===== src/rtl/fifo_uart_tx.sv =====
// Drains a registered-output FIFO and serializes each byte as a UART frame (start, data LSB first, stop).
// Define FIFO_UART_TX_PARITY_EN to insert an even-parity bit between the data bits and the stop bit.
module fifo_uart_tx #(
    parameter int DATA_WIDTH   = 8,
    parameter int CLKS_PER_BIT = 16,
    parameter int CNT_WIDTH    = 16
) (
    input  logic                  clk,
    input  logic                  rst,
    input  logic                  enable,
    input  logic                  fifo_empty,
    input  logic [DATA_WIDTH-1:0] fifo_data,
    output logic                  fifo_rd_en,
    output logic                  tx,
    output logic                  busy,
    output logic                  byte_done
);

    localparam int IDX_W = (DATA_WIDTH > 1) ? $clog2(DATA_WIDTH) : 1;
    localparam logic [CNT_WIDTH-1:0] BIT_LAST = CNT_WIDTH'(CLKS_PER_BIT - 1);
    localparam logic [IDX_W-1:0]     IDX_LAST = IDX_W'(DATA_WIDTH - 1);

    typedef enum logic [2:0] {
        IDLE,
        FETCH,
        LOAD,
        START,
        DATA,
`ifdef FIFO_UART_TX_PARITY_EN
        PARITY,
`endif
        STOP
    } state_t;

    state_t                  state;
    state_t                  state_nxt;
    logic [CNT_WIDTH-1:0]    bit_cnt;
    logic [IDX_W-1:0]        bit_idx;
    logic [DATA_WIDTH-1:0]   shift_reg;
    logic                    bit_end;
    logic                    timed;
`ifdef FIFO_UART_TX_PARITY_EN
    logic                    parity_bit;
`endif

    assign bit_end = (bit_cnt == BIT_LAST);

    always_ff @(posedge clk) begin
        if (rst) begin
            state <= IDLE;
        end else begin
            state <= state_nxt;
        end
    end

    always_comb begin
        state_nxt = state;
        timed     = 1'b0;
        case (state)
            IDLE: begin
                if (enable && !fifo_empty) begin
                    state_nxt = FETCH;
                end
            end
            FETCH: state_nxt = LOAD;
            LOAD:  state_nxt = START;
            START: begin
                timed = 1'b1;
                if (bit_end) begin
                    state_nxt = DATA;
                end
            end
            DATA: begin
                timed = 1'b1;
                if (bit_end && (bit_idx == IDX_LAST)) begin
`ifdef FIFO_UART_TX_PARITY_EN
                    state_nxt = PARITY;
`else
                    state_nxt = STOP;
`endif
                end
            end
`ifdef FIFO_UART_TX_PARITY_EN
            PARITY: begin
                timed = 1'b1;
                if (bit_end) begin
                    state_nxt = STOP;
                end
            end
`endif
            STOP: begin
                timed = 1'b1;
                if (bit_end) begin
                    state_nxt = IDLE;
                end
            end
            default: state_nxt = IDLE;
        endcase
    end

    // Counter restarts on every state change and at each DATA bit boundary, so bit periods never drift.
    always_ff @(posedge clk) begin
        if (rst) begin
            bit_cnt   <= '0;
            bit_idx   <= '0;
            shift_reg <= '0;
`ifdef FIFO_UART_TX_PARITY_EN
            parity_bit <= 1'b0;
`endif
        end else begin
            if (!timed || bit_end || (state_nxt != state)) begin
                bit_cnt <= '0;
            end else begin
                bit_cnt <= bit_cnt + CNT_WIDTH'(1);
            end

            if (state == LOAD) begin
                shift_reg <= fifo_data;
                bit_idx   <= '0;
`ifdef FIFO_UART_TX_PARITY_EN
                parity_bit <= ^fifo_data;
`endif
            end else if ((state == DATA) && bit_end) begin
                shift_reg <= shift_reg >> 1;
                bit_idx   <= bit_idx + IDX_W'(1);
            end
        end
    end

    always_comb begin
        tx         = 1'b1;
        fifo_rd_en = (state == FETCH);
        busy       = (state != IDLE);
        byte_done  = (state == STOP) && bit_end;
        case (state)
            START: tx = 1'b0;
            DATA:  tx = shift_reg[0];
`ifdef FIFO_UART_TX_PARITY_EN
            PARITY: tx = parity_bit;
`endif
            default: tx = 1'b1;
        endcase
    end

endmodule


===== config.mk =====
export PLATFORM = sky130hd
export DESIGN_NAME = fifo_uart_tx
export DESIGN_NICKNAME = d
export VERILOG_FILES = /design/src/rtl/fifo_uart_tx.sv
export SDC_FILE = /design/constraint.sdc
export NUM_CORES = 1
export LEC_CHECK = 0
export CAP_MARGIN = 20
export CORE_MARGIN = 5
export CORE_UTILIZATION = 45
export DETAILED_ROUTE_END_ITERATION = 7
export PLACE_DENSITY_LB_ADDON = 0.25
export SYNTH_ARGS = -nofsm -noshare
export SYNTH_HDL_FRONTEND = slang
export SYNTH_SLANG_ARGS = --single-unit

===== constraint.sdc =====
create_clock -name clk -period 3.65 [get_ports clk]
set_input_delay 0.73 -clock clk [delete_from_list [all_inputs] [get_ports clk]]
set_output_delay 0.73 -clock clk [all_outputs]
set_load 0.05 [all_outputs]

# [After elaboration in Yosys (flattened, before gate mapping)]
# Cells that the tools add are included.
[op_classes] n_eq_ne=8 addsub=2 muxes=9 reduce_logical=14
[op_table] operator="$pmux W3 S6" count=1
[op_table] operator="$add A16 B1 Y16 const B" count=1
[op_table] operator="$eq A16 B4 Y1 const B" count=1
[op_table] operator="$mux W8" count=2
[op_table] operator="$mux W3" count=4
[op_table] operator="$eq A3 B3 Y1 const B" count=3
[op_table] operator="$eq A3 B2 Y1 const B" count=2
[op_table] operator="$logic_and A1 B1 Y1" count=4
[op_table] operator="$reduce_or A2 Y1" count=2
[op_table] operator="$add A3 B1 Y3 const B" count=1
[op_table] operator="$eq A3 B1 Y1 const B" count=1
[op_table] operator="$logic_not A3 Y1" count=1
[op_table] operator="$ne A3 B3 Y1" count=1
[op_table] operator="$reduce_bool A3 Y1" count=1
[op_table] operator="$reduce_or A3 Y1" count=1
[op_table] operator="$logic_not A1 Y1" count=2
[op_table] operator="$logic_or A1 B1 Y1" count=2
[op_table] operator="$pmux W1 S2" count=1
[op_table] operator="$reduce_bool A2 Y1" count=1
[op_table] operator="$mux W1" count=1
[totals] register_bits=30 input_bits=12 elab_cells=37 output_inout_bits=4

# [Logic depth before layout (Yosys ltp)]
# Gate-level depths: netlist of the first run.
[depth] depth_word=7 ltp_mapped=8 ltp_nobuf=5

# [Worst setup path before layout of the first run]
# No wires, ideal clock.
[synth_path] path_kind="reg2out" start="register state[1]" end="output fifo_rd_en" setup_slack_ps=1272 required_ps=2920 path_buffers=1 arrival_ps=1648 path_stages_with_launch=3 path_cell_list="dfxtp_1 clkbuf_1 nor3b_1"
[synth_via] elab_chain_cells=1
[synth_lines] item="from (decl)" line="35" text="state_t state;"
[synth_lines] item="from (signal assigned)" line="52" text="state <= state_nxt;"
[synth_lines] item="$eq A3 B1 Y1" line="132" text="fifo_rd_en = (state == FETCH);"
[synth_lines] item="to (decl)" line="13" text="output logic fifo_rd_en,"
# No other way between the ends.

# [Worst setup path after layout of the first run]
[layout_path] start="register bit_cnt[0]" end="output byte_done"
[layout_via] elab_chain_cells=2
[layout_lines] item="from (decl)" line="37" text="logic [CNT_WIDTH-1:0] bit_cnt;"
[layout_lines] item="from (signal assigned)" line="114" text="bit_cnt <= bit_cnt + CNT_WIDTH'(1);"
[layout_lines] item="$eq A16 B4 Y1" line="46" text="assign bit_end = (bit_cnt == BIT_LAST);"
[layout_lines] item="$logic_and A1 B1 Y1" line="134" text="byte_done = (state == STOP) && bit_end;"
[layout_lines] item="to (decl)" line="16" text="output logic byte_done"
# No other way between the ends.

==> flow_summary_export.csv, run 1 <==
group,metric,value,unit
critical_path,path_max_fanout,7,
cts,clkLatencyLatePin,0.32,ns
detailed_routing,dr.pass1.iters,4,
pwr,seqPwrFrac,57.4,%
yosys,syn_area,1460,µm²
yosys,yosys_warnings,0,
yosys,syn_nets,183,
place,detailed_place_hpwl,2.08,mm
detailed_routing,wl_per_cell,13.0,µm
yosys,yosysMostFrequentCell,"dfxtp_1",
critical_path,crit_family,"buffers and inverters",
global_route,grt_pass1_wl,4.85,mm
critical_path,worstSetupPathType,"flop to output pin",
pwr,switchingPower,146,µW
sta,clock_skew,0.00977,ns
pwr,p_int,455,µW
yosys,async_flop_share,0,%
sta,drv_slew,0,
detailed_routing,vias,1201,
detailed_routing,maxUsedRoutingLayer,"met4",
critical_path,worst_path_largest_cell_delay,0.80,ns
critical_path,startpoint_type,"flop",
sta,tightest_slew,0.541,ns
yosys,synth_edf_count,0,
cts,cts.sinks,30,
critical_path,r2r_setup_slack,1.46,ns
global_route,track_usage,14.3,%
place,io_buffers,15,
detailed_routing,wl_met2,1.45,mm
die,start_util,47.6,%
cts,clockBufferDepth,2,
pwr,cellPowerDensity,365,nW/µm²
detailed_routing,wl_met3,110,µm
place,placed_cells,214,
cts,cts_buffers,5,
die,coreArea,3080,µm²
sta,rsz0062_at_grt,"false",
die,row_count,20,
yosys,synth_seq_cells,30,
detailed_routing,drt-met1-wl,1.30,mm
sta,final.period_utilization,87.5,%
cts,postCtsHoldBufs,0,
cts,post-cts-setup-buffer-count,0,
sta,setup_ws,0.456,ns
sta,hold_violations,0,
yosys,synth_ff_type,"dfxtp_1",
cts,cts-root-buf,"clkbuf_4",
sta,max_slew_margin,63.8,%
layout,layoutNonFillerInstCount,222,
place,place_area,1590,µm²
yosys,yosysUniqueCellTypes,32,
layout,final_util,53.5,%
critical_path,cp_data_required_time,2.92,ns
die,die-height,67.0,µm
place,place_congestion,0.773,
place,dp_slack,0.814,ns
pwr,total_power,601,µW
sta,tns,0,ns
sta,timing.hold.ws,0.474,ns
yosys,synth_area_leaders,"dfxtp_1 41%, nand3_1 6.2%, xor2_1 6.0%, nor2_1 5.6%, o21ai_0 4.4%",
layout,final_area,1650,µm²
run_status,status,"finished clean",
hold_path,hp-class,"flop to flop",
detailed_routing,drtAntennaViolNets,0,
cts,ctsHtreeMaxLevel,2,
detailed_routing,drtIter0Drc,94,
layout,layout-drive-gt1-share,7.87,%
global_route,antenna_found_initial,0,
job,cap_violations,0,
critical_path,slowest_stage,"clkdlybuf4s50_1",
die,design.portCount,16,
detailed_routing,drt_wl_total,2.89,mm
yosys,ys_seq_area_share,41.0,%
global_route,grt_max_degree,17,
global_route,grt_pass1_vias,1155,
yosys,synthCells,168,
yosys,synth_top_area_share,41.0,%
critical_path,end_kind,"output pin",
sta,finalCriticalPeriod,3.19,ns
cts,clkTransAtPathRegs,0.09,ns
pwr,power_frac_comb,8.8,%
pwr,total_leakage_power,0.555,nW
sta,setup_viol,0,
yosys,avgSynthCellArea,8.71,µm²
detailed_routing,drc_errors,0,
layout,synthToLayoutAreaGrowth,12.5,%
yosys,yosysTopAreaCell,"dfxtp_1",
yosys,synthTopCellsByCount,"30 x dfxtp_1, 22 x nor2_1, 18 x nand3_1",
critical_path,crit_chain,"ha_1 -> and3_1 -> and4_1 -> and3_2 -> clkdlybuf4s50_1",
detailed_routing,vias_per_cell,5.41,
die,dieArea,4490,µm²
global_route,overflow,0,
pwr,swShare,24.2,%
pwr,p_clk_share,33.7,%
layout,largest_register_ff_count,16,
pwr,peakVddDrop,0.152,mV
sta,fmax,313,MHz
critical_path,critical_path_buf_inv_count,1,
layout,insertedDiodeCount,0,
cts,cts_resized,0,
die,fp.dieW,67.0,µm
layout,nets,192,
cts,cts_tree,"built",
critical_path,worstPathArrival,2.46,ns
[area by class of cell]
| class | count | area, µm² |
|---|---|---|
| Clock buffer | 7 | 55.1 |
| Clock inverter | 1 | 5.00 |
| Fill cell | 287 | 1430 |
| Multi-Input combinational cell | 124 | 773 |
| Sequential cell | 30 | 601 |
| Tap cell | 44 | 55.1 |
| Timing Repair Buffer | 16 | 158 |
[kinds of logic (layout without fill, tap and decap cells)]
logic type | Yosys count | count (layout) | share of synthesized area, %
AND/OR/NAND/NOR | 75 | 75 | 28.6
AO/OA/AOI/OAI | 34 | 34 | 14.4
flip-flops | 30 | 30 | 41.0
buffers and inverters | 14 | 24 | 6.15
XOR/XNOR | 12 | 12 | 7.18
adder cells (fa/ha/maj) | 3 | 3 | 2.56
[path summary, 6_finish.rpt]
check	depth (start not counted)	endpoint	start
setup / recovery	5	byte_done	bit_cnt[0]$_SDFF_PP0_
hold / removal	1	bit_cnt[0]$_SDFF_PP0_	bit_cnt[0]$_SDFF_PP0_
setup reg to reg	5	bit_cnt[12]$_SDFF_PP0_	bit_cnt[0]$_SDFF_PP0_
hold reg to reg	1	bit_cnt[0]$_SDFF_PP0_	bit_cnt[0]$_SDFF_PP0_
[power by group through the flow]
stage               logic [mW]  registers (mW)  clock network [mW]
finish                  0.0532           0.345               0.203
global route            0.0588           0.347               0.226
CTS                     0.0542           0.345               0.211
detailed placement      0.0542           0.352                   0
global placement        0.0530           0.352                   0
floorplan               0.0373           0.347                   0
[routing by layer]
layer	global-route usage, %	up-vias
li1	-	628
met1	15.1	550
met2	25.9	18
met3	4.38	5
met4	5.82	0
met5	0	-
[layout by cell type (no fill, tap or decap)]
cell             Yosys  layout
o21ai_0             13      13
nand2b_1             2       2
clkdlybuf4s50_1      0      15
clkbuf_1             5       1
o211ai_1             2       2
and4_1               3       3
and3_1               3       3
nor2b_1              3       3
nand4_1              5       5
dfxtp_1             30      30
ha_1                 3       3
o31a_1               1       1
and4_2               1       1
a21o_2               1       1
nor3b_1              1       1
xnor2_1              2       2
xor2_1              10      10
nor4_2               2       2
and2_1               1       1
clkbuf_8             0       1
nand3b_1             1       1
buf_4                2       1
clkbuf_4             0       5
and3_2               1       1
or3_1                5       5
nand2_1              6       6
nand3_1             18      18
a21oi_1              8       8
nor2_1              22      22
a311oi_1             7       7
nor4_4               1       1
clkinv_2             0       1
a31oi_1              2       2
Note: power is estimated with default switching activity, not from simulation.
==> run 2: changes to the inputs <==
Settings changed: SLEW_MARGIN from default to 40.
==> results of run 2 <==
The final DEF is identical to that of run 1; final timing and power are the same.
